`config.mk`:
```
export PLATFORM = sky130hd
export DESIGN_NAME = c2c_reset_seq
export DESIGN_NICKNAME = d
export VERILOG_FILES = /design/src/rtl/c2c_rst_pkg.sv /design/src/rtl/c2c_sync2.sv /design/src/rtl/c2c_reset_seq.sv
export SDC_FILE = /design/constraint.sdc
export NUM_CORES = 1
export LEC_CHECK = 0
export ABC_CLOCK_PERIOD_IN_PS = 3900
export CAP_MARGIN = 0
export CORE_MARGIN = 2
export CORE_UTILIZATION = 54
export CTS_CLUSTER_SIZE = 30
export DETAILED_ROUTE_END_ITERATION = 10
export PLACE_DENSITY = 0.81
export SYNTH_ARGS = -nofsm -noshare
export SYNTH_HDL_FRONTEND = slang
export SYNTH_SLANG_ARGS = --single-unit
```
`constraint.sdc`:
```
create_clock -name SYSTEM_CLK -period 3.9 [get_ports SYSTEM_CLK]
set_clock_uncertainty 0.2 [all_clocks]
set_input_delay 0.78 -clock SYSTEM_CLK [delete_from_list [all_inputs] [get_ports SYSTEM_CLK]]
set_output_delay 0.78 -clock SYSTEM_CLK [all_outputs]
set_load 0.03 [all_outputs]
```
`src/rtl/c2c_rst_pkg.sv`:
```
// Shared types and widths for the C2C reset sequencer.
// State encodings are visible on SEQ_STATE and must stay fixed.
package c2c_rst_pkg;

   localparam int unsigned RETRY_W = 4;
   localparam int unsigned LOSS_W  = 8;

   typedef enum logic [2:0] {
      ST_WAIT_LOCK = 3'd0,
      ST_STABLE    = 3'd1,
      ST_C2C_HOLD  = 3'd2,
      ST_WAIT_LINK = 3'd3,
      ST_RUN       = 3'd4,
      ST_FAULT     = 3'd5
   } seq_state_e;

endpackage

```
`src/rtl/c2c_sync2.sv`:
```
// Generic two-flop synchroniser with asynchronous active-low reset.
module c2c_sync2 (
   input  logic clk,
   input  logic rst_n,
   input  logic d,
   output logic q
);

   logic meta;

   always_ff @(posedge clk or negedge rst_n) begin
      if (!rst_n) begin
         meta <= 1'b0;
         q    <= 1'b0;
      end else begin
         meta <= d;
         q    <= meta;
      end
   end

endmodule

```
`src/rtl/c2c_reset_seq.sv`:
```
// Reset/start-up sequencer releasing core and C2C link resets after PLL lock.
// Define RSTSEQ_STATS_EN to add the saturating LOCK_LOSS_CNT port.
module c2c_reset_seq
   import c2c_rst_pkg::*;
#(
   parameter int unsigned LOCK_STABLE_CYCLES  = 1024,
   parameter int unsigned C2C_RST_HOLD        = 16,
   parameter int unsigned LINK_TIMEOUT_CYCLES = 65536,
   parameter int unsigned MAX_RETRIES         = 3
) (
   input  logic               SYSTEM_CLK,
   input  logic               RESET_N,
   input  logic               PLL0_LOCK,
   input  logic               C2C_LINK_UP,
   input  logic               SW_RESTART,
   output logic               CORE_RST_N,
   output logic               C2C_RST_N,
   output logic               FAULT,
   output logic [2:0]         SEQ_STATE,
   output logic [RETRY_W-1:0] RETRY_CNT
`ifdef RSTSEQ_STATS_EN
   ,
   output logic [LOSS_W-1:0]  LOCK_LOSS_CNT
`endif
);

   localparam int unsigned MAX_A = (LOCK_STABLE_CYCLES > C2C_RST_HOLD) ? LOCK_STABLE_CYCLES : C2C_RST_HOLD;
   localparam int unsigned MAX_P = (MAX_A > LINK_TIMEOUT_CYCLES) ? MAX_A : LINK_TIMEOUT_CYCLES;
   localparam int unsigned CW    = $clog2(MAX_P);

   localparam logic [CW-1:0]      STABLE_LAST = CW'(LOCK_STABLE_CYCLES - 1);
   localparam logic [CW-1:0]      HOLD_LAST   = CW'(C2C_RST_HOLD - 1);
   localparam logic [CW-1:0]      LINK_LAST   = CW'(LINK_TIMEOUT_CYCLES - 1);
   localparam logic [RETRY_W-1:0] RETRY_LIM   = RETRY_W'(MAX_RETRIES);

   seq_state_e         state_q, state_d;
   logic [CW-1:0]      cnt_q;
   logic [RETRY_W-1:0] retry_q, retry_d;
   logic               core_d, c2c_d, fault_d;
   logic               lock_s;
   logic               lock_lost;

   c2c_sync2 u_lock_sync (
      .clk   (SYSTEM_CLK),
      .rst_n (RESET_N),
      .d     (PLL0_LOCK),
      .q     (lock_s)
   );

   assign lock_lost = !lock_s && (state_q != ST_WAIT_LOCK);

   // Outputs are registered from the next state so they change with SEQ_STATE.
   always_ff @(posedge SYSTEM_CLK or negedge RESET_N) begin
      if (!RESET_N) begin
         state_q    <= ST_WAIT_LOCK;
         cnt_q      <= '0;
         retry_q    <= '0;
         CORE_RST_N <= 1'b0;
         C2C_RST_N  <= 1'b0;
         FAULT      <= 1'b0;
      end else begin
         state_q    <= state_d;
         retry_q    <= retry_d;
         CORE_RST_N <= core_d;
         C2C_RST_N  <= c2c_d;
         FAULT      <= fault_d;
         if (state_d != state_q)
            cnt_q <= '0;
         else if (state_q inside {ST_STABLE, ST_C2C_HOLD, ST_WAIT_LINK})
            cnt_q <= cnt_q + CW'(1);
      end
   end

   always_comb begin
      state_d = state_q;
      retry_d = retry_q;
      if (lock_lost) begin
         state_d = ST_WAIT_LOCK;
      end else if (SW_RESTART && (state_q inside {ST_WAIT_LINK, ST_RUN, ST_FAULT})) begin
         state_d = ST_C2C_HOLD;
         retry_d = '0;
      end else begin
         case (state_q)
            ST_WAIT_LOCK: if (lock_s) state_d = ST_STABLE;
            ST_STABLE: begin
               if (cnt_q == STABLE_LAST) begin
                  state_d = ST_C2C_HOLD;
                  retry_d = '0;
               end
            end
            ST_C2C_HOLD: if (cnt_q == HOLD_LAST) state_d = ST_WAIT_LINK;
            ST_WAIT_LINK: begin
               if (C2C_LINK_UP) begin
                  state_d = ST_RUN;
                  retry_d = '0;
               end else if (cnt_q == LINK_LAST) begin
                  state_d = (retry_q < RETRY_LIM) ? ST_C2C_HOLD : ST_FAULT;
                  retry_d = (retry_q == '1) ? retry_q : retry_q + RETRY_W'(1);
               end
            end
            ST_RUN:   if (!C2C_LINK_UP) state_d = ST_C2C_HOLD;
            ST_FAULT: state_d = ST_FAULT;
            default:  state_d = ST_WAIT_LOCK;
         endcase
      end
   end

   always_comb begin
      core_d  = state_d inside {ST_C2C_HOLD, ST_WAIT_LINK, ST_RUN, ST_FAULT};
      c2c_d   = state_d inside {ST_WAIT_LINK, ST_RUN};
      fault_d = (state_d == ST_FAULT);
   end

   assign SEQ_STATE = state_q;
   assign RETRY_CNT = retry_q;

`ifdef RSTSEQ_STATS_EN
   logic [LOSS_W-1:0] loss_q;

   always_ff @(posedge SYSTEM_CLK or negedge RESET_N) begin
      if (!RESET_N)
         loss_q <= '0;
      else if (lock_lost && (loss_q != '1))
         loss_q <= loss_q + LOSS_W'(1);
   end

   assign LOCK_LOSS_CNT = loss_q;
`endif

endmodule
```
# ---- Word level (Yosys, flattened, before mapping)
# Index checks and enable logic that the tools add are counted.
dict set report op_classes {
  addsub 2
  n_lt_le_gt_ge 1
  n_eq_ne 17
  n_mux 18
  n_bitwise 1
  reduce_logical 12
}
# op count
set op_table {}
lappend op_table {{16-bit two-way mux} 2}
lappend op_table {{3-bit two-way mux} 9}
lappend op_table {{4-bit two-way mux} 5}
lappend op_table {{3-bit case mux with 6 select lines} 1}
lappend op_table {{16-bit by 1-bit adder with 16-bit output (second input constant)} 1}
lappend op_table {{16-bit by 10-bit == test with 1-bit output (second input constant)} 1}
lappend op_table {{16-bit == test (second input constant)} 1}
lappend op_table {{16-bit by 4-bit == test with 1-bit output (second input constant)} 1}
lappend op_table {{3-bit by 2-bit == test with 1-bit output (second input constant)} 4}
lappend op_table {{3-bit == test (second input constant)} 4}
lappend op_table {{3-bit nonzero test} 4}
lappend op_table {{4-bit case mux with 2 select lines} 1}
lappend op_table {{5-bit AND reduction} 1}
lappend op_table {{4-bit by 1-bit adder with 4-bit output (second input constant)} 1}
lappend op_table {{4-bit == test (second input constant)} 1}
lappend op_table {{4-bit by 2-bit < comparator with 1-bit output (second input constant)} 1}
lappend op_table {{4-bit by 2-bit != test with 1-bit output (second input constant)} 1}
lappend op_table {{4-bit != test (second input constant)} 1}
lappend op_table {{2-bit nonzero test} 2}
lappend op_table {{4-bit nonzero test} 1}
lappend op_table {{3-bit by 1-bit == test with 1-bit output (second input constant)} 1}
lappend op_table {{3-bit logical NOT} 1}
lappend op_table {{3-bit by 1-bit != test with 1-bit output (second input constant)} 1}
lappend op_table {{3-bit != test} 1}
lappend op_table {{other kinds (3)} 4}
dict set report totals {
  regBits 28
  output_inout_bits 10
  word_cells 59
}

# ---- Logic depth before layout (Yosys ltp)
# Gate-level depths: netlist (run 1).
dict set report logic_depth {
  word_depth 9
  mapped_depth 9
  depth_no_buf 7
}

# ---- Hierarchy
# Synthesis (run 1) repeated with hierarchy kept, for this count alone.
dict set report hier_totals {
  cells_unflattened 192
  area_unflattened_um2 1750.4
}
# mod n_inst cells_per_inst area_per_inst_um2 seq_area_each_um2
set by_module_without_submodules {}
lappend by_module_without_submodules {c2c_reset_seq 1 190 1700.4 650.6}
lappend by_module_without_submodules {c2c_sync2 1 2 50.0 50.0}

# ---- Least setup slack after synthesis (run 1)
# No wires, ideal clock.
dict set report synth_timing {
  path_type {reg-to-reg}
  startpoint {reg cnt_q[0]}
  endpoint {reg cnt_q[0]}
  setup_time_ps 79
  arrival_ps 2693
  t_required_ps 3621
  path_slack_ps 928
  path_stages_with_launch 10
  period_less_slack_ps 2972
  cell_sequence {dfrtp_1 ha_1 nand3_1 or4_4 or4_4 and2_4 or4_4 buf_6 buf_6 a21oi_1}
}
dict set report synth_via {
  elab_chain_cells 8
}
# item line_no
set synth_lines {}
lappend synth_lines {{start, declared} c2c_reset_seq.sv:37} ;# logic [CW-1:0] cnt_q;
lappend synth_lines {{start signal, assigned} c2c_reset_seq.sv:70} ;# cnt_q <= cnt_q + CW'(1);
lappend synth_lines {{16-bit == test} c2c_reset_seq.sv:96} ;# end else if (cnt_q == LINK_LAST) begin
lappend synth_lines {{3-bit two-way mux} c2c_reset_seq.sv:96}
lappend synth_lines {{3-bit two-way mux} c2c_reset_seq.sv:93} ;# if (C2C_LINK_UP) begin
lappend synth_lines {{3-bit case mux with 6 select lines} c2c_reset_seq.sv:83} ;# case (state_q)
lappend synth_lines {{3-bit two-way mux} c2c_reset_seq.sv:79} ;# end else if (SW_RESTART && (state_q inside {ST_WAIT_LINK, ST_RUN, ST_FAULT})) begin
lappend synth_lines {{3-bit two-way mux} c2c_reset_seq.sv:77} ;# if (lock_lost) begin
lappend synth_lines {{3-bit != test} c2c_reset_seq.sv:67} ;# if (state_d != state_q)
lappend synth_lines {{16-bit two-way mux / 2-bit nonzero test (equally long branches)} -}
# Parallel ways exist; a longest one is shown, timed or not. The select of a mux whose other input is x is not followed.
# A chain may end at the register's enable or synchronous reset.

# ---- Final worst setup path (run 1)
dict set report layout_timing {
  startpoint {reg cnt_q[0]}
  endpoint {reg cnt_q[11]}
}
# The elaborated chain is that of the path after synthesis.

==> results of run 1 <==
[sequential cells by signal, summed over array words and instances, names as in the netlist]
register / cells
RETRY_CNT: 4
SEQ_STATE: 3
cnt_q: 16
C2C_RST_N: 1
u_lock_sync.q: 1
u_lock_sync.meta: 1
CORE_RST_N: 1
FAULT: 1
[cell usage after synthesis, drive strengths merged (3+ instances only)]
library cell	instances
xor2	11
nor2	14
clkbuf	5
nor4	3
or4	5
xnor2	4
nand4	6
dfrtp	28
mux2i	3
nand3	9
a21oi	22
o21ai	13
nand2	20
nor3	7
inv	5
[power by group through the flow]
stage / clock, mW / combinational [mW] / sequential (mW)
after global routing: 0.207 / 0.272 / 0.349
after floorplan: 0 / 0.205 / 0.334
final: 0.191 / 0.252 / 0.345
after detailed placement: 0 / 0.249 / 0.349
after global placement: 0 / 0.237 / 0.346
after CTS: 0.195 / 0.249 / 0.343
[cell families (layout without fill, tap and decap cells)]
kind of cell / Yosys count / count (layout) / share of synthesized area (%)
multiplexers: 3 / 3 / 1.79
AO/OA/AOI/OAI: 46 / 46 / 15.7
AND/OR/NAND/NOR: 83 / 83 / 27.9
buffers and inverters: 12 / 25 / 3.58
XOR/XNOR: 15 / 15 / 7.83
flip-flops: 28 / 28 / 41.8
adder cells (fa/ha/maj): 2 / 2 / 1.49
[layout by cell type (no fill, tap or decap), types with 2 or more instances in the layout]
| cell | Yosys | final |
|---|---|---|
| nand3b_1 | 2 | 2 |
| or2_2 | 2 | 2 |
| nor3_1 | 7 | 7 |
| nor4b_1 | 2 | 2 |
| mux2i_1 | 3 | 3 |
| buf_4 | 0 | 2 |
| and3_1 | 2 | 2 |
| xnor2_1 | 4 | 4 |
| a21oi_1 | 22 | 22 |
| nor2_1 | 14 | 14 |
| dfrtp_1 | 28 | 28 |
| nand3_1 | 9 | 9 |
| nand4_2 | 2 | 2 |
| clkbuf_4 | 0 | 3 |
| nor4_1 | 3 | 3 |
| xor2_1 | 11 | 11 |
| o21ai_1 | 2 | 2 |
| nand2b_1 | 2 | 2 |
| nand2_1 | 20 | 20 |
| ha_1 | 2 | 2 |
| nor3b_1 | 2 | 2 |
| nand4_1 | 4 | 4 |
| nor2b_1 | 2 | 2 |
| or4_4 | 3 | 3 |
| o21ai_0 | 11 | 11 |
| inv_1 | 5 | 5 |
| or4_1 | 2 | 2 |
| a31oi_1 | 2 | 2 |
| clkdlybuf4s50_1 | 0 | 14 |
[layer usage]
layer  up-vias  share of wire, %
met3         4               3.7
met5         -                 0
met1       718                45
met2        32                50
met4         0               1.0
li1        709                 -
[critical path: stages, from the launching register on]
cell and delay (ps):
dfrtp_1 430, ha_1 190, nand3_1 230, or4_4 570, or4_4 430, and2_4 190, o21ai_1 640, a21oi_1 160
[final timing paths]
path	depth (start not counted)	end
hold / removal	0	u_lock_sync.q
max in group asynchronous	2	cnt_q[5]
setup reg to reg	7	cnt_q[11]
min in group asynchronous	2	FAULT
hold reg to reg	0	u_lock_sync.q
setup / recovery	7	cnt_q[11]
[area by class of cell]
class	count	area share, %
Multi-Input combinational cell	149	48.6
Sequential cell	28	37.2
Tap cell	33	2.19
Clock inverter	1	1.59
Clock buffer	3	1.19
Timing Repair Buffer	16	8.23
Inverter	5	0.995
==> qor.yml, run 1 <==
drc: 0
htreeDepth: 1
finalSetupViolCount: 0
power_leakage_nw: 0.798
grt_pass1_vias: 1356
period_share_pct: 81.6
post_cts_resized: 0
grt_pass1_wl_um: 6220
dpl.cell_count: 231
p_sw_share_pct: 35.8
power.share.clock_pct: 24.2
clk_latency_ps: 340
power.density_mw_per_mm2: 417
hold_buffers: 0
hold_viol_final: 0
synthesis.area_mm2: 0.00168
drt_iter0_drc: 91
area_delta_synth_final_pct: 12.4
ant_nets: 0
place_ws_ps: 754
utilization_pct: 62.8
synth_cells: 189
drv_cap: 0
antenna_found_initial: 0
fp.dieArea_mm2: 0.00357
status: "complete, no violations"
nets: 210
diodes: 0
cp-start-kind: "flip-flop"
design_area_mm2: 0.00189
rsz0062_at_grt: "false"
synth.area.top_cells: "dfrtp_1 (42%), a21oi_1 (6.6%), xor2_1 (5.7%)"
yosysTopAreaCell: "dfrtp_1"
power_mw: 0.787
cp-startpoint: "cnt_q[0]"
die_w_um: 59.7
cts_made_buffers: 3
power_frac_seq_pct: 43.8
hp-start: "u_lock_sync.meta"
ys.flop_type: "dfrtp_1"
mappedNetlistNets: 196
fp.dieH_um: 59.7
gp_congestion: 0.909
final_max_slew_viol_count: 0
hold_ws_ps: 171
io_buffers: 14
clock.fmax_ghz: 0.314
drt_wl_total_um: 3600
seq_area_um2: 701
ys_seq_area_share_pct: 41.8
worst_slew_pin_slew_ps: 799
tns_ps: 0
overflow: 0
clk_pin_slew_ps: 150
synth-edff-count: 0
r2r_slack_ps: 720
drive_above_1_share_pct: 7.43
criticalPathCategory: "flip-flop to flip-flop"
dpl-instance-area_mm2: 0.00183
cts-root-buf: "clkbuf_4"
yosys_warnings: 0
fillers: 268
fin_cells: 235
postCtsSetupBuffers: 0
synth-seq-cells: 28
ys_types: 42
grtUsageMet1_pct: 31.6
gr-usage-met2_pct: 37.1
peakVddDrop_uv: 369
cp_max_fo: 10
grt.total_usage_pct: 22.8
power.internal_mw: 0.505
cts.path.max_buffers: 2
async_flop_share_pct: 100
grt_max_degree: 29
worstReg2RegStart: "cnt_q[0]"
multi_input_area_um2: 917
first_pass_iters: 4
hold_path_class: "flip-flop to flip-flop"
rows: 20
post_drt_wl_per_cell_um: 15.3
period_needed_ps: 3180
ios: 15
clock-sinks: 28
busiest_layer: "met2"
fin_ws_ps: 719
p_comb_share_pct: 32.0
dp_hpwl_um: 2560
use_met3_pct: 3.25
netlist.area_leader.share_pct: 41.8
critPathArrivalTime_ps: 3180
cp.required_ps: 3900
core_mm2: 0.00300
cts_tree: "built"
initial_utilization_pct: 55.9
switching_power_mw: 0.281
endpoint_kind: "flip-flop"
syn_area_per_cell_um2: 8.88
slew_headroom_pct: 46.4
routed_via_density: 6.23
vias: 1463
No activity file was read; power rests on OpenSTA's default activity.
==> inputs of run 2 (changes only) <==
--- a/config.mk
+++ b/config.mk
@@ -5,7 +5,7 @@
 export SDC_FILE = /design/constraint.sdc
 export NUM_CORES = 1
 export LEC_CHECK = 0
-export ABC_CLOCK_PERIOD_IN_PS = 3900
+export ABC_CLOCK_PERIOD_IN_PS = 3200
 export CAP_MARGIN = 0
 export CORE_MARGIN = 2
 export CORE_UTILIZATION = 54
==> constraint.sdc (replaced) <==
create_clock -name SYSTEM_CLK -period 3.2 [get_ports SYSTEM_CLK]
set_clock_uncertainty 0.2 [all_clocks]
set_input_delay 0.64 -clock SYSTEM_CLK [delete_from_list [all_inputs] [get_ports SYSTEM_CLK]]
set_output_delay 0.64 -clock SYSTEM_CLK [all_outputs]
set_load 0.03 [all_outputs]
==> qor.yml, run 2 (synthesis gave the netlist of run 1 again) <==
status: "complete, no violations"
period_needed_ps: 3070
cts-root-buf: "clkbuf_4"
drv_cap: 0
fp.dieArea_mm2: 0.00357
top_register: "cnt_q"
htreeDepth: 1
rsz0062_at_grt: "true"
hold_path_class: "flip-flop to flip-flop"
initial_utilization_pct: 55.9
endpoint_kind: "flip-flop"
grt_max_degree: 29
mostFrequentLayoutCells: "dfrtp_1 (28), a21oi_1 (22), nand2_1 (20), nor2_1 (14), clkdlybuf4s50_1 (14)"
hold_viol_final: 0
peakVddDrop_uv: 378
cts_made_buffers: 3
criticalPathCategory: "flip-flop to flip-flop"
drc: 0
critPathArrivalTime_ps: 3070
gp_congestion: 0.919
clock.fmax_ghz: 0.326
period_share_pct: 95.9
io_buffers: 14
antenna_found_initial: 0
area_delta_synth_final_pct: 13.3
first_pass_iters: 4
place_ws_ps: 170
post_cts_resized: 0
clk_pin_slew_ps: 160
routed_via_density: 6.30
dp_hpwl_um: 2650
cp.required_ps: 3200
grt.total_usage_pct: 23.5
dpl.cell_count: 233
clk_latency_ps: 340
ios: 15
grt_pass1_vias: 1363
die_w_um: 59.7
drt_wl_total_um: 3590
cp_max_fo: 6
overflow: 0
vias: 1492
power.density_mw_per_mm2: 500
nets: 212
core_mm2: 0.00300
r2r_cells: 6
worst_slew_pin_slew_ps: 872
power_mw: 0.951
rows: 20
fin_ws_ps: 130
seq_area_um2: 701
postCtsSetupBuffers: 0
cts_tree: "built"
mostFrequentLayoutCell: "dfrtp_1"
cts.path.max_buffers: 2
clock-sinks: 28
multi_input_area_um2: 917
final_max_slew_viol_count: 0
diodes: 0
hold_buffers: 0
cp-start-kind: "flip-flop"
finalSetupViolCount: 0
drive_above_1_share_pct: 8.33
post_drt_wl_per_cell_um: 15.1
fp.dieH_um: 59.7
ant_nets: 0
fin_cells: 237
whs_path_depth: 0
largest_reg_flops: 16
fillers: 249
slew_headroom_pct: 41.4
power_leakage_nw: 0.806
grt_pass1_wl_um: 6340
drt_iter0_drc: 76
## run 2: cell count changes in the layout (fill, tap and decap cells not counted), sizes merged
cell	previous run	this run
buf	2	4
## run 2: area by class of cell
type                       count  share of cell area [%]
sequential                    28                    36.9
clock inverter                 1                    1.58
tap                           33                    2.17
inverter                       5                   0.987
multi-input combinational    149                    48.3
timing repair buffer          18                    8.95
clock buffer                   3                    1.18
## run 2: worst paths after layout
kind	slack, ps	startpoint	end
min	180	u_lock_sync.meta	u_lock_sync.q
min reg2reg	180	u_lock_sync.meta	u_lock_sync.q
max reg2reg	130	cnt_q[10]	cnt_q[8]
max	130	cnt_q[10]	cnt_q[8]
max in group asynchronous	2080	RESET_N	cnt_q[4]
min in group asynchronous	450	RESET_N	FAULT
## run 2: worst max-delay path, cell delays in order, from the launching register on
cell and delay [ps]:
dfrtp_1 460, or4_1 550, or4_1 480, o21ba_2 260, o21a_1 200, o21ai_0 620
a21oi_1 160
## run 2: layer usage
metal	up-vias	global-route usage (%)	share of wire (%)
met2	46	37.4	49
met4	0	10.5	1.7
li1	715	-	-
met5	-	0	0
met3	6	2.60	4.4
met1	725	32.3	45
## run 2: stage by stage
stage               instance area [um2]  hold WS, ps  TNS, ps  util [%]
finish                             1900          175        0      63.3
global route                       1900          186     -262      63.3
CTS                                1900          181        0      63.3
detailed placement                 1850          146        0      61.5
global placement                   1850          131        0      61.5
floorplan                          1680          131        0         -
## run 2: power by group
| part | leakage [nW] | switching [mW] | internal, mW |
|---|---|---|---|
| Combinational | 0.395 | 0.182 | 0.115 |
| Clock | 0.0279 | 0.108 | 0.127 |
| Sequential | 0.383 | 0.0457 | 0.373 |
| Total | 0.806 | 0.335 | 0.616 |
==> inputs of run 3 (changes only) <==
--- a/config.mk
+++ b/config.mk
@@ -12,6 +12,7 @@
 export CTS_CLUSTER_SIZE = 30
 export DETAILED_ROUTE_END_ITERATION = 10
 export PLACE_DENSITY = 0.81
+export SETUP_SLACK_MARGIN = 0.3
 export SYNTH_ARGS = -nofsm -noshare
 export SYNTH_HDL_FRONTEND = slang
 export SYNTH_SLANG_ARGS = --single-unit
==> qor.yml, run 3 (synthesis gave the netlist of run 1 again) <==
cts.path.max_buffers: 2
grt_pass1_vias: 1470
mostFrequentLayoutCell: "dfrtp_1"
busiest_layer: "met2"
critPathArrivalTime_ps: 3020
endpoint_kind: "flip-flop"
first_pass_iters: 5
diodes: 0
cp-startpoint: "cnt_q[10]"
cts_made_buffers: 3
tns_ps: 0
switching_power_mw: 0.401
clk_latency_ps: 330
nets: 227
power.internal_mw: 0.610
cp_max_fo: 8
area_delta_synth_final_pct: 24.0
power.share.clock_pct: 17.1
hp-start: "u_lock_sync.meta"
fp.dieArea_mm2: 0.00357
cp.required_ps: 3270
clock.fmax_ghz: 0.339
cts_tree: "built"
io_buffers: 14
clk_pin_slew_ps: 150
cp-start-kind: "flip-flop"
routed_via_density: 6.62
period_needed_ps: 2950
htreeDepth: 1
mostFrequentLayoutCells: "dfrtp_1 (27), nand2_1 (20), buf_4 (17), nor2_1 (14), clkdlybuf4s50_1 (14)"
power_leakage_nw: 0.877
multi_input_area_mm2: 0.00100
power_frac_seq_pct: 41.9
utilization_pct: 69.3
ios: 15
final_max_slew_viol_count: 0
gr-usage-met2_pct: 41.8
clock-sinks: 28
fillers: 222
grtUsageMet1_pct: 33.3
drc: 0
hold_viol_final: 0
vias: 1667
post_drt_wl_per_cell_um: 17.9
gp_congestion: 0.893
grt.total_usage_pct: 25.5
initial_utilization_pct: 55.9
period_share_pct: 92.2
peakVddDrop_uv: 364
hold_path_class: "flip-flop to flip-flop"
grt_max_degree: 29
ant_nets: 0
antenna_found_initial: 0
fp.dieH_um: 59.7
seq_area_um2: 702
use_met3_pct: 3.03
power.density_mw_per_mm2: 486
core_mm2: 0.00300
p_sw_share_pct: 39.7
drive_above_1_share_pct: 21.0
slew_headroom_pct: 52.0
drv_cap: 0
dp_hpwl_um: 2680
status: "complete, no violations"
p_comb_share_pct: 40.9
top_register: "cnt_q"
criticalPathCategory: "flip-flop to flip-flop"
largest_reg_flops: 16
overflow: 0
drt_wl_total_um: 4500
worst_slew_pin_slew_ps: 713
worstReg2RegStart: "cnt_q[10]"
drt_iter0_drc: 150
rows: 20
cts-root-buf: "clkbuf_4"
rsz0062_at_grt: "true"
finalSetupViolCount: 0
grt_pass1_wl_um: 6810
die_w_um: 59.7
==> run 3: worst paths after layout <==
kind	end	slack (ps)	cells after the start
setup / recovery	cnt_q[5]	250	6
hold / removal	u_lock_sync.q	170	0
setup reg to reg	cnt_q[5]	250	6
hold reg to reg	u_lock_sync.q	170	0
max in group asynchronous	cnt_q[4]	2040	2
min in group asynchronous	FAULT	460	2
==> run 3: metrics by stage <==
step                worst slack [ps]  power [mW]  hold slack [ps]  instance area [um2]  instances
floorplan                        303       0.660              131                 1690        189
global placement                 281       0.724              135                 1860        233
detailed placement               250       0.738              138                 1860        233
CTS                              310       0.973              171                 2000        243
global route                     199        1.06              176                 2080        252
finish                           251        1.01              171                 2080        252
==> run 3: power by group through the flow <==
stage,clock (mW),combinational [mW],sequential [mW]
after floorplan,0,0.251,0.409
after global routing,0.194,0.435,0.428
final,0.173,0.414,0.424
after CTS,0.176,0.373,0.423
after global placement,0,0.300,0.423
after detailed placement,0,0.311,0.427
==> run 3: layout make-up <==
class	instances	area share, %
timing repair buffer	32	13.4
clock buffer	4	1.74
inverter	5	0.902
multi-input combinational	150	48.2
sequential	28	33.7
tap	33	1.98
==> run 3: worst max-delay path, cell delays in order (launching register included) <==
cell and delay (ps):
dfrtp_1 440, or4_1 550, or4_4 460, o21ba_4 220, o21a_4 210, or4_4 630, a21oi_2 170
==> run 3: layer usage <==
metal	vias up	routed length, um
li1	745	-
met1	791	1700
met2	115	2220
met3	16	471
met4	0	107
met5	-	0
==> run 3: what timing repair did <==
| item | in CTS | in global routing |
|---|---|---|
| gates cloned | 1 | 0 |
| setup buffers | 5 | 9 |
| hold buffers | 0 | 0 |
| resized for setup | 12 | 4 |
| pin swaps | 4 | 4 |
| setup endpoints to repair | 16 | 16 |
